`config.mk`:
```
export PLATFORM = sky130hd
export DESIGN_NAME = display_scan_ctrl_flat
export DESIGN_NICKNAME = d
export VERILOG_FILES = /design/src/rtl/display_scan_ctrl_if.sv /design/src/rtl/display_scan_ctrl.sv /design/src/flat_wrapper.sv
export SDC_FILE = /design/constraint.sdc
export NUM_CORES = 1
export LEC_CHECK = 0
export BUFFER_PORTS_ARGS = -buffer_cell sky130_fd_sc_hd__clkbuf_2
export CAP_MARGIN = 20
export CELL_PAD_IN_SITES_DETAIL_PLACEMENT = 1
export CELL_PAD_IN_SITES_GLOBAL_PLACEMENT = 1
export CORE_AREA = 2 2 91 93
export DETAILED_ROUTE_END_ITERATION = 8
export DIE_AREA = 0 0 93 95
export GPL_TIMING_DRIVEN = 0
export PLACE_DENSITY_LB_ADDON = 0.25
export SKIP_LAST_GASP = 1
export SLEW_MARGIN = 5
export SYNTH_ARGS = -nofsm -noshare
export SYNTH_HDL_FRONTEND = slang
export SYNTH_SLANG_ARGS = --single-unit
```
`constraint.sdc`:
```
create_clock -name clk -period 11.5 [get_ports clk]
set_clock_uncertainty 0.1 [all_clocks]
set_input_delay 0.575 -clock clk [delete_from_list [all_inputs] [get_ports clk]]
set_output_delay 0.575 -clock clk [all_outputs]
set_load 0.005 [all_outputs]
```
`src/rtl/display_scan_ctrl_if.sv`:
```
// Host/scan-mux bundle for the 4-digit display scan controller.
// The host drives update requests and digit data; the controller drives scan-mux data.
interface display_scan_ctrl_if;
  logic        upd_req;
  logic [15:0] hexs_i;
  logic [3:0]  points_i;
  logic [3:0]  les_i;
  logic [3:0]  blink_i;
  logic [2:0]  bright_i;
  logic        upd_ack;
  logic [1:0]  scan;
  logic [15:0] hexs_o;
  logic [3:0]  points_o;
  logic [3:0]  les_o;
  logic        blank_o;
  logic        frame_o;

  modport master (
    output upd_req, hexs_i, points_i, les_i, blink_i, bright_i,
    input  upd_ack, scan, hexs_o, points_o, les_o, blank_o, frame_o
  );

  modport slave (
    input  upd_req, hexs_i, points_i, les_i, blink_i, bright_i,
    output upd_ack, scan, hexs_o, points_o, les_o, blank_o, frame_o
  );
endinterface

```
`src/rtl/display_scan_ctrl.sv`:
```
// 4-digit 7-segment scan sequencer: digit scan index, frame-aligned
// double buffering of host data, per-digit blink and 8-level brightness PWM.
module display_scan_ctrl #(
  parameter int SCAN_DIV     = 50000,
  parameter int BLINK_FRAMES = 256
) (
  input  logic                clk,
  input  logic                rst_n,
  display_scan_ctrl_if.slave  bus
);

  localparam int CNT_W = (SCAN_DIV > 1) ? $clog2(SCAN_DIV) : 1;
  localparam int FRM_W = (BLINK_FRAMES > 1) ? $clog2(BLINK_FRAMES) : 1;
  localparam int SLOT  = SCAN_DIV / 8;
  localparam logic [CNT_W-1:0] CNT_LAST = CNT_W'(SCAN_DIV - 1);
  localparam logic [FRM_W-1:0] FRM_LAST = FRM_W'(BLINK_FRAMES - 1);

  logic [CNT_W-1:0] cnt_q,    cnt_d;
  logic [1:0]       scan_q,   scan_d;
  logic [FRM_W-1:0] frm_q,    frm_d;
  logic             phase_q,  phase_d;
  logic [15:0]      hexs_q,   hexs_d;
  logic [3:0]       points_q, points_d;
  logic [3:0]       les_sh_q, les_sh_d;
  logic [3:0]       mask_q,   mask_d;
  logic [2:0]       bright_q, bright_d;
  logic [3:0]       les_q,    les_d;
  logic             ack_q,    ack_d;
  logic             frame_q,  frame_d;
  logic             boundary_s;
  logic [31:0]      on_len_s;

  assign boundary_s = (scan_q == 2'd3) && (cnt_q == CNT_LAST);

  // Next-state: slot/scan counting, and all frame-boundary work (load, blink, flags)
  always_comb begin
    cnt_d    = cnt_q;
    scan_d   = scan_q;
    frm_d    = frm_q;
    phase_d  = phase_q;
    hexs_d   = hexs_q;
    points_d = points_q;
    les_sh_d = les_sh_q;
    mask_d   = mask_q;
    bright_d = bright_q;
    les_d    = les_q;
    ack_d    = 1'b0;
    frame_d  = 1'b0;

    if (cnt_q == CNT_LAST) begin
      cnt_d  = CNT_W'(0);
      scan_d = scan_q + 2'd1;
    end else begin
      cnt_d  = cnt_q + CNT_W'(1);
    end

    if (boundary_s) begin
      frame_d = 1'b1;
      if (frm_q == FRM_LAST) begin
        frm_d   = FRM_W'(0);
        phase_d = ~phase_q;
      end else begin
        frm_d   = frm_q + FRM_W'(1);
      end
      if (bus.upd_req) begin
        hexs_d   = bus.hexs_i;
        points_d = bus.points_i;
        les_sh_d = bus.les_i;
        mask_d   = bus.blink_i;
        bright_d = bus.bright_i;
        ack_d    = 1'b1;
      end else begin
        ack_d    = 1'b0;
      end
      // Effective blanking uses the freshly loaded shadow and the new blink phase
      les_d = les_sh_d | (mask_d & {4{phase_d}});
    end else begin
      les_d = les_q;
    end
  end

  // State and output registers
  always_ff @(posedge clk or negedge rst_n) begin
    if (!rst_n) begin
      cnt_q    <= CNT_W'(0);
      scan_q   <= 2'd0;
      frm_q    <= FRM_W'(0);
      phase_q  <= 1'b0;
      hexs_q   <= 16'h0000;
      points_q <= 4'h0;
      les_sh_q <= 4'hF;
      mask_q   <= 4'h0;
      bright_q <= 3'd7;
      les_q    <= 4'hF;
      ack_q    <= 1'b0;
      frame_q  <= 1'b0;
    end else begin
      cnt_q    <= cnt_d;
      scan_q   <= scan_d;
      frm_q    <= frm_d;
      phase_q  <= phase_d;
      hexs_q   <= hexs_d;
      points_q <= points_d;
      les_sh_q <= les_sh_d;
      mask_q   <= mask_d;
      bright_q <= bright_d;
      les_q    <= les_d;
      ack_q    <= ack_d;
      frame_q  <= frame_d;
    end
  end

  // PWM: digit lit for the first (bright+1)/8 of each slot
  assign on_len_s = (32'(bright_q) + 32'd1) * 32'(SLOT);

  assign bus.blank_o  = (32'(cnt_q) >= on_len_s);
  assign bus.scan     = scan_q;
  assign bus.hexs_o   = hexs_q;
  assign bus.points_o = points_q;
  assign bus.les_o    = les_q;
  assign bus.upd_ack  = ack_q;
  assign bus.frame_o  = frame_q;

endmodule

```
`src/flat_wrapper.sv`:
```
// flat-port wrapper written by rule: the top's interface ports become plain ports
module display_scan_ctrl_flat 
#(
  parameter int SCAN_DIV     = 50000,
  parameter int BLINK_FRAMES = 256
)
  (clk, rst_n, bus_upd_req, bus_hexs_i, bus_points_i, bus_les_i, bus_blink_i, bus_bright_i, bus_upd_ack, bus_scan, bus_hexs_o, bus_points_o, bus_les_o, bus_blank_o, bus_frame_o);
  display_scan_ctrl_if bus_i ();
  input  logic clk;
  input  logic rst_n;
  input wire logic [$bits(bus_i.upd_req)-1:0] bus_upd_req;
  input wire logic [$bits(bus_i.hexs_i)-1:0] bus_hexs_i;
  input wire logic [$bits(bus_i.points_i)-1:0] bus_points_i;
  input wire logic [$bits(bus_i.les_i)-1:0] bus_les_i;
  input wire logic [$bits(bus_i.blink_i)-1:0] bus_blink_i;
  input wire logic [$bits(bus_i.bright_i)-1:0] bus_bright_i;
  output wire logic [$bits(bus_i.upd_ack)-1:0] bus_upd_ack;
  output wire logic [$bits(bus_i.scan)-1:0] bus_scan;
  output wire logic [$bits(bus_i.hexs_o)-1:0] bus_hexs_o;
  output wire logic [$bits(bus_i.points_o)-1:0] bus_points_o;
  output wire logic [$bits(bus_i.les_o)-1:0] bus_les_o;
  output wire logic [$bits(bus_i.blank_o)-1:0] bus_blank_o;
  output wire logic [$bits(bus_i.frame_o)-1:0] bus_frame_o;
  assign bus_i.upd_req = bus_upd_req;
  assign bus_i.hexs_i = bus_hexs_i;
  assign bus_i.points_i = bus_points_i;
  assign bus_i.les_i = bus_les_i;
  assign bus_i.blink_i = bus_blink_i;
  assign bus_i.bright_i = bus_bright_i;
  assign bus_upd_ack = bus_i.upd_ack;
  assign bus_scan = bus_i.scan;
  assign bus_hexs_o = bus_i.hexs_o;
  assign bus_points_o = bus_i.points_o;
  assign bus_les_o = bus_i.les_o;
  assign bus_blank_o = bus_i.blank_o;
  assign bus_frame_o = bus_i.frame_o;
  display_scan_ctrl #(.SCAN_DIV(SCAN_DIV), .BLINK_FRAMES(BLINK_FRAMES)) u_core (.clk(clk), .rst_n(rst_n), .bus(bus_i));
endmodule
```
* Word-level counts from Yosys, hierarchy flattened
Cells that the tools add are included.
** Cells by class
- Add/subtract/negate cells :: 4
- Multiply operators :: 1
- Order comparisons :: 1
- Eq/ne operators :: 3
- Muxes and demuxes :: 11
- Bitwise gates (word level) :: 3
- Reductions and logical operators :: 2
** Operators by type and width (number)
- 16-bit by 32-bit greater-or-equal comparator with 1-bit output :: 1
- 32-bit by 12-bit multiplier with 31-bit output, second input constant :: 1
- 16-bit by 1-bit adder with 16-bit output, second input constant :: 1
- 16-bit equality test, second input constant :: 1
- 16-bit 2-to-1 mux :: 1
- 4-bit 2-to-1 mux :: 4
- 8-bit by 1-bit adder with 8-bit output, second input constant :: 1
- 8-bit equality test, second input constant :: 1
- 8-bit 2-to-1 mux :: 1
- 1-bit 2-to-1 mux :: 5
- 3-bit by 1-bit adder with 4-bit output, second input constant :: 1
- 4-bit AND :: 1
- 4-bit bitwise OR :: 1
- 2-bit by 1-bit adder with 2-bit output, second input constant :: 1
- 2-bit equality test, second input constant :: 1
- 2-bit AND reduction :: 1
- 1-bit logical AND :: 1
- 1-bit inverter :: 1
** Word-level totals
- Flip-flop bits (word level) :: 64
- Word-level logic and storage cells :: 37

* Longest topological paths before layout
Gate-level depths: netlist of run 1.
- Depth in word-level cells :: 5
- Gate-level depth with buffers :: 18
- Mapped depth without buffers :: 18

* Worst setup path after synthesis of run 1
Ideal clock, no wire load.
- Kind :: reg2out
- Start :: register u_core.bright_q[0]
- End :: output port bus_blank_o
- Data arrival time :: 3669 ps
- Path slack :: 7156 ps
- Stages on the path, launching flop included :: 17
- Buffers on the path :: 0
- Path through :: dfstp_2 -> inv_1 -> ha_1 -> ha_1 -> ha_1 -> ha_1 -> a21oi_1 -> o221ai_1 -> a21oi_1 -> o21ai_0 -> xnor2_1 -> ha_1 -> a211oi_1 -> nand2_1 -> a211oi_1 -> o211ai_1 -> and4_1
** On the way
- Longest elaborated chain between the ends :: 3
** Ends and longest elaborated chain
- from (decl) :: line display_scan_ctrl.sv:26 : logic [2:0] bright_q, bright_d;
- from (signal assigned) :: line display_scan_ctrl.sv:106 : bright_q <= bright_d;
- 3-bit by 1-bit adder with 4-bit output :: line display_scan_ctrl.sv:114 : assign on_len_s = (32'(bright_q) + 32'd1) * 32'(SLOT);
- 32-bit by 12-bit multiplier with 31-bit output :: line display_scan_ctrl.sv:114
- 16-bit by 32-bit greater-or-equal comparator with 1-bit output :: line display_scan_ctrl.sv:116 : assign bus.blank_o = (32'(cnt_q) >= on_len_s);
- to (decl) :: line flat_wrapper.sv:22 : output wire logic [$bits(bus_i.blank_o)-1:0] bus_blank_o;
Every way passes these cells.

* Final worst setup path of run 1
Ends and elaborated chain as after synthesis.

==> metrics, run 1 <==
status=complete, no violations; fin crit period=5.40 ns; io pins=63; wire per inst=15.6 um; Critical Path End Type=output port; Synth-to-Final Area Change=19.3%; R2R Setup Slk=9.08 ns; CTS tree=done; Most used DFF post-synth=dfrtp_1; worst path bufs/invs=2; Final Slew Violations=0; Overflow after GRT=0; Setup crit end=bus_blank_o; leakage power figure=2.24 nW; Tot GR Track Use=0.212; Initial Util=0.449; Final Cell Area=4250 um^2; kind of critical path=reg -> out; EDFF count, synth=0; layout cells sized above 1=0.260; most common cell after layout, fill and taps aside=nand2_1; Gate Count Post-Synth=356; post-cts sizing count=0; period utilisation layout=0.470; dpl cell area=4030 um^2; total power per unit cell area=107 nW/um^2; Crit Path Max Fanout=8; Worst path top cell family by delay=compound AO/OA/AOI/OAI gates; Initial DRC Count=66; CP Data Arrival Time=4.73 ns; post-synthesis register bit count=64; Worst path max stage delay=0.63 ns; fill cell count=932; std cell rows=33; DIE HEIGHT=95 um; CTS max path bufs=2; drt total wl=8420 um; n_diodes=0; Num CTS Buffers=9; Cell Area, Synth=3560 um^2; Worst path depth=17; register area=1620 um^2; first-pass GRT wire length=14800 um; Root Driver=clkbuf_8; area of the multi-input gates=1820 um^2; RSZ-0062 raised after global routing=false; CP Launch Type=flip-flop; CTS Hold Bufs=0; H-tree levels=3; reg-to-reg startpoint=u_core.frm_q[0]; antenna viol nets, final=0; library cells used by synthesis=45; Max Cap Viol=0; largest net degree at the start of global routing=37; hold slack=0.0950 ns; final RePlAce weighted congestion=0.827; worst r2r path cells=6; die area=8840 um^2; post-CTS setup buffer count=0; DRC Markers=0; asr flop ratio synth=1.00; worst-skew pair later-pin latency=0.34 ns; hold crit path type=in -> async; Crit. Startpoint=u_core.bright_q[0]; setup TNS=0 ns; critical path required time=10.83 ns; cells along the critical path=inv_1, nor3_1, ha_1, ha_1, ha_1, a21oi_1, o221ai_1, a21oi_1, o21ai_0, xnor2_1, ha_1, a211oi_1, nand2_1, a211oi_1, o211ai_1, and4_1, clkbuf_2; Max Clk Rate=185 MHz; DIE WIDTH=93 um; worst vdd ir=0.0953 mV; CP max stage cell=dfstp_2; most used cell, CP=ha_1; vias in the first global route=3129; final hold violation count=0; max_slew headroom=0.591; # port buffers=62; Via density=5.27; syn_area_per_cell=10.0 um^2; detailed-router iteration count before antenna repair=4; Clock Sinks=64; Synthesis Warnings=0; Syn Nets=423; antenna violations before repair=0; most frequent cells in the layout=nand2_1 (82), clkbuf_2 (61), dfrtp_1 (53); Final Setup Violations=0; via count=2846; reg2reg end=u_core.bus.les_o[3]; Final Util=0.536; dpl hpwl=6390 um; Nets=497; sequential share of the synthesized area=0.454; Tightest Pin Transition=0.599 ns; clock-pin slew on the worst setup and hold paths=0.08 ns; core area=7930 um^2
## layer usage
layer	vias to the layer above	global-route usage	wire [um]
met4	0	0.0772	127
met3	10	0.0431	322
met2	56	0.362	4230
li1	1383	-	-
met1	1397	0.267	3740
met5	-	0	0
## Yosys cell counts (4+ instances only)
cell type,count,area share
nand4_1,6,0.011
nand3_1,9,0.013
mux2_2,8,0.025
nand2_1,82,0.086
a2111oi_0,5,0.012
nor2_1,17,0.018
xnor2_1,18,0.044
a31oi_1,4,0.0070
a21oi_1,6,0.0084
a21o_1,4,0.0084
ha_1,33,0.12
and3_1,6,0.011
nor3_1,9,0.013
dfrtp_1,53,0.37
inv_1,13,0.014
o21ai_0,15,0.021
a211oi_1,8,0.017
xor2_1,12,0.030
dfstp_2,11,0.081
## layout make-up
class                      instances  area share
clock inverter                     5      0.0189
inverter                          15      0.0136
timing repair buffer              63      0.0784
sequential                        64       0.380
buffer                             8      0.0159
tap                              105      0.0309
clock buffer                      11      0.0333
multi-input combinational        269       0.429
## registers in the layout, summed over array words and instances, names as in the netlist
signal / count
u_core.bus.frame_o: 1
u_core.mask_q: 4
u_core.bus.upd_ack: 1
u_core.bus.les_o: 4
u_core.frm_q: 8
u_core.les_sh_q: 4
u_core.bus.points_o: 4
u_core.bus.hexs_o: 16
u_core.phase_q: 1
u_core.bus.scan: 2
u_core.bright_q: 3
u_core.cnt_q: 16
## metrics by stage
step,std cells,setup slack [ns],power [mW]
floorplan,356,7.16,0.232
global placement,523,6.57,0.243
detailed placement,524,6.44,0.245
CTS,540,6.05,0.463
global route,540,5.62,0.472
finish,540,6.10,0.456
## power breakdown
group	total [mW]	internal, mW	leakage [nW]	switching, mW
clock	0.216	0.128	0.106	0.0885
combinational	0.0133	0.00567	1.29	0.00761
sequential	0.227	0.226	0.841	0.000398
total	0.456	0.360	2.24	0.0965
## worst register-to-register path: cells and delay by family (launching register included)
| kind | cells | cell delay (ns) |
|---|---|---|
| flip-flops | 1 | 0.41 |
| AO/OA/AOI/OAI | 1 | 0.67 |
| adder cells (fa/ha/maj) | 1 | 0.24 |
| XOR/XNOR | 1 | 0.31 |
| AND/OR/NAND/NOR | 3 | 0.63 |
## worst min path at each step
stage | endpoint | slack [ns] | depth (start not counted)
floorplan | u_core.bus.frame_o | 0.18 | 0
global placement | u_core.cnt_q[0] | 0.36 | 1
detailed placement | u_core.bus.hexs_o[8] | 0.36 | 2
CTS | u_core.frm_q[7] | 0.09 | 1
global route | u_core.frm_q[7] | 0.11 | 1
finish | u_core.frm_q[7] | 0.1 | 1
## cell families (layout without fill, tap and decap cells)
family,count (synthesis),count (layout),synth area share
multiplexers,9,9,0.0285
buffers and inverters,23,102,0.0351
XOR/XNOR,30,30,0.0738
AND/OR/NAND/NOR,146,146,0.200
adder cells (fa/ha/maj),33,33,0.116
flip-flops,64,64,0.454
AO/OA/AOI/OAI,51,51,0.0935
(Power assumes the default switching activity.)
==> inputs of run 2 (changes only) <==
--- a/config.mk
+++ b/config.mk
@@ -5,13 +5,14 @@
 export SDC_FILE = /design/constraint.sdc
 export NUM_CORES = 1
 export LEC_CHECK = 0
+export ABC_AREA = 1
 export BUFFER_PORTS_ARGS = -buffer_cell sky130_fd_sc_hd__clkbuf_2
 export CAP_MARGIN = 20
 export CELL_PAD_IN_SITES_DETAIL_PLACEMENT = 1
 export CELL_PAD_IN_SITES_GLOBAL_PLACEMENT = 1
-export CORE_AREA = 2 2 91 93
+export CORE_AREA = 2 2 104 106
 export DETAILED_ROUTE_END_ITERATION = 8
-export DIE_AREA = 0 0 93 95
+export DIE_AREA = 0 0 106 108
 export GPL_TIMING_DRIVEN = 0
 export PLACE_DENSITY_LB_ADDON = 0.25
 export SKIP_LAST_GASP = 1
==> constraint.sdc (replaced) <==
create_clock -name clk -period 4.4 [get_ports clk]
set_clock_uncertainty 0.1 [all_clocks]
set_input_delay 0.22 -clock clk [delete_from_list [all_inputs] [get_ports clk]]
set_output_delay 0.22 -clock clk [all_outputs]
set_load 0.005 [all_outputs]
==> metrics, run 2 <==
status=complete, no violations; hold slack=0.00707 ns (-0.0880 ns); grt met1 use=0.232 (-0.0346); final RePlAce weighted congestion=0.844 (+1.9%); compound-gate portion of the synthesized area=0.0672 (-0.0262); DIE HEIGHT=108 um (+14%); via count=3552 (+25%); detailed-router iteration count before antenna repair=4 (unchanged); multiplexer share of the synthesized area=0.00555 (-0.0229); worst vdd ir=0.151 mV (+58%); H-tree levels=3 (unchanged); Crit. Startpoint=u_core.bright_q[0]; Post-synth top cells=nand2_1 (146), inv_1 (54), dfrtp_1 (53); n_diodes=0 (unchanged); max_slew headroom=0.716 (+0.125); Num CTS Buffers=9 (unchanged); Synth-to-Final Area Change=29.9%; largest net degree at the start of global routing=47 (+27%); reg2reg end=u_core.bus.hexs_o[5]; Root Driver=clkbuf_8; Max Cap Viol=0 (unchanged); Initial Util=0.375 (-0.0745); fin crit period=4.28 ns; library cells used by synthesis=36 (-20%); # port buffers=61 (-1.6%); Final Setup Violations=0 (unchanged); area of the multi-input gates=2080 um^2 (+14%); DIE WIDTH=106 um (+14%); most frequent cells in the layout=nand2_1 (144), clkbuf_2 (60), dfrtp_1 (53); Synth Area in XOR/XNOR=0.0457 (-0.0281); ranking of synthesized cells by area=dfrtp_1 (35%), nand2_1 (14%), ha_1 (11%); Finished Layout Cells=727 (+35%); M2 GR Usage=0.357 (-0.00503); fill cell count=1254 (+35%); total power per unit cell area=220 nW/um^2 (+100%); CTS max path bufs=2 (unchanged); M3 GR Usage=0.0524 (+0.00934); Cell Area, Synth=3830 um^2 (+7.7%); DRC Markers=0 (unchanged); Crit Path Max Fanout=4 (-4); Gate Count Post-Synth=478 (+34%); RSZ-0062 raised after global routing=true; Yosys top cell by area=dfrtp_1; antenna viol nets, final=0 (unchanged); simple-gate portion of the synthesized area=0.279 (+0.0791); Critical Path End Type=output port; CP Data Arrival Time=3.96 ns (-0.77 ns); R2R Setup Slk=2.18 ns (-6.90 ns); EDFF count, synth=0 (unchanged); io pins=63 (unchanged); Setup crit end=bus_blank_o; worst r2r path cells=9 (+3); leakage power figure=2.65 nW (+18%); worst-skew pair later-pin latency=0.35 ns (about the same); Clock Sinks=64 (unchanged); reg-to-reg startpoint=u_core.cnt_q[0]; top-count cell post-synth=nand2_1; Via density=4.89 (-7.3%); period utilisation layout=0.973; die area=11400 um^2 (+30%); drt total wl=10300 um (+23%); Nets=653 (+31%); CP Launch Type=flip-flop; register area=1620 um^2 (unchanged); most common cell after layout, fill and taps aside=nand2_1; std cell rows=37 (+12%); Initial DRC Count=103 (+56%); hold crit path type=in -> reg; Max Clk Rate=234 MHz; antenna violations before repair=0 (unchanged); syn_area_per_cell=8.02 um^2 (-20%); Final Slew Violations=0 (unchanged); setup TNS=0 ns (unchanged); Most used DFF post-synth=dfrtp_1; asr flop ratio synth=1.00 (unchanged); CTS tree=done; sequential share of the synthesized area=0.421 (-0.0323); first-pass GRT wire length=17900 um (+21%); largest family of logic cells by synthesized area=simple AND/OR/NAND/NOR gates; layout cells sized above 1=0.235 (-0.0246); Tot GR Track Use=0.197 (-0.0151); core area=10200 um^2 (+29%); final hold violation count=0 (unchanged); Synth top area share=0.346 (-0.0265); Overflow after GRT=0 (unchanged); critical path required time=4.08 ns (-6.75 ns); dpl hpwl=7530 um (+18%); Post-Synth Adder-Cell Area=0.108 (-0.00825); kind of critical path=reg -> out; Synthesis Warnings=0 (unchanged); Syn Nets=545 (+29%); clock-pin slew on the worst setup and hold paths=0.06 ns (-0.02 ns); post-synthesis register bit count=64 (unchanged); Tightest Pin Transition=0.427 ns (-0.172 ns); busiest layer in global routing=met2; wire per inst=14.2 um (-9.0%); vias in the first global route=3911 (+25%); placed cell count=676 (+29%)
## run 2: cell count changes in the layout (fill, tap and decap cells not counted), moves of 9 or more
| cell | change |
|---|---|
| nand2_1 | +62 |
| inv_1 | +38 |
| dlygate4sd3_1 | +23 |
| nand3_1 | +21 |
| buf_4 | +12 |
| xnor2_1 | -11 |
| a21oi_1 | +9 |
| nor2_1 | +9 |
| o21ai_0 | +9 |
## run 2: how the worst min path moves through the flow
stage | endpoint | start | slack (ns) | cells past startpoint
after detailed placement | u_core.cnt_q[13] | rst_n | 0.07 | 1
final | u_core.bright_q[2] | bus_bright_i[2] | 0.007 | 3
after floorplan | u_core.bus.frame_o | rst_n | -0.18 | 0
after global placement | u_core.bus.hexs_o[2] | bus_hexs_i[2] | 0.31 | 3
after CTS | u_core.bright_q[2] | bus_bright_i[2] | 0.004 | 3
after global routing | u_core.bright_q[2] | bus_bright_i[2] | 0.01 | 3
## run 2: repair_timing
item | CTS | global route
hold endpoints to repair | 40 | 0
cloned | 0 | 0
hold buffers | 23 | 0
pin swaps | 6 | 14
resized for setup | 20 | 6
setup buffers | 9 | 4
setup endpoints to repair | 1 | 1
## run 2: per-layer routing
layer	up-vias	routed length, um
met5	-	0
met4	0	92
met1	1722	4580
met3	7	351
li1	1762	-
met2	61	5290
## run 2: critical path, stage by stage (launching register included)
cell and delay, ns:
dfstp_2 0.59, clkinvlp_4 0.16, ha_4 0.32, ha_4 0.21, ha_4 0.22, ha_4 0.27, nand3_2 0.07, o211ai_1 0.15
a21oi_2 0.12, nor2_2 0.16, a21oi_2 0.08, xor2_1 0.14, ha_1 0.30, nand4_1 0.14, nor2_2 0.17, inv_2 0.05
nor4_4 0.17, nand3_1 0.11, nand2_1 0.07, clkbuf_2 0.10
## run 2: report_power, final
part	switching [mW]	internal, mW
sequential	0.000144	0.590
clock	0.217	0.236
combinational	0.0246	0.0287
## run 2: area by class of cell
cell class                 instances  share of cell area
multi-input combinational        347               0.417
sequential                        64               0.324
timing repair buffer              98               0.133
inverter                          58              0.0445
tap                              136              0.0342
clock buffer                      15              0.0334
buffer                             8              0.0121
clock inverter                     1             0.00101
## run 2: through the flow
step           worst slack (ns)  total power, mW  instance area [um^2]   util
2_1_floorplan             0.492            0.607                  3830      -
3_3_place_gp             -0.297            0.635                  4310  0.421
3_5_place_dp             -0.310            0.638                  4340  0.424
4_1_cts                  0.0113             1.11                  4930  0.482
5_1_grt                  -0.115             1.14                  4980  0.487
6_report                  0.120             1.10                  4980  0.487
## run 2: cell families after synthesis
group | after synthesis
flip-flops | 64
multiplexers | 2
AND/OR/NAND/NOR | 243
AO/OA/AOI/OAI | 49
adder cells (fa/ha/maj) | 33
XOR/XNOR | 20
buffers and inverters | 67
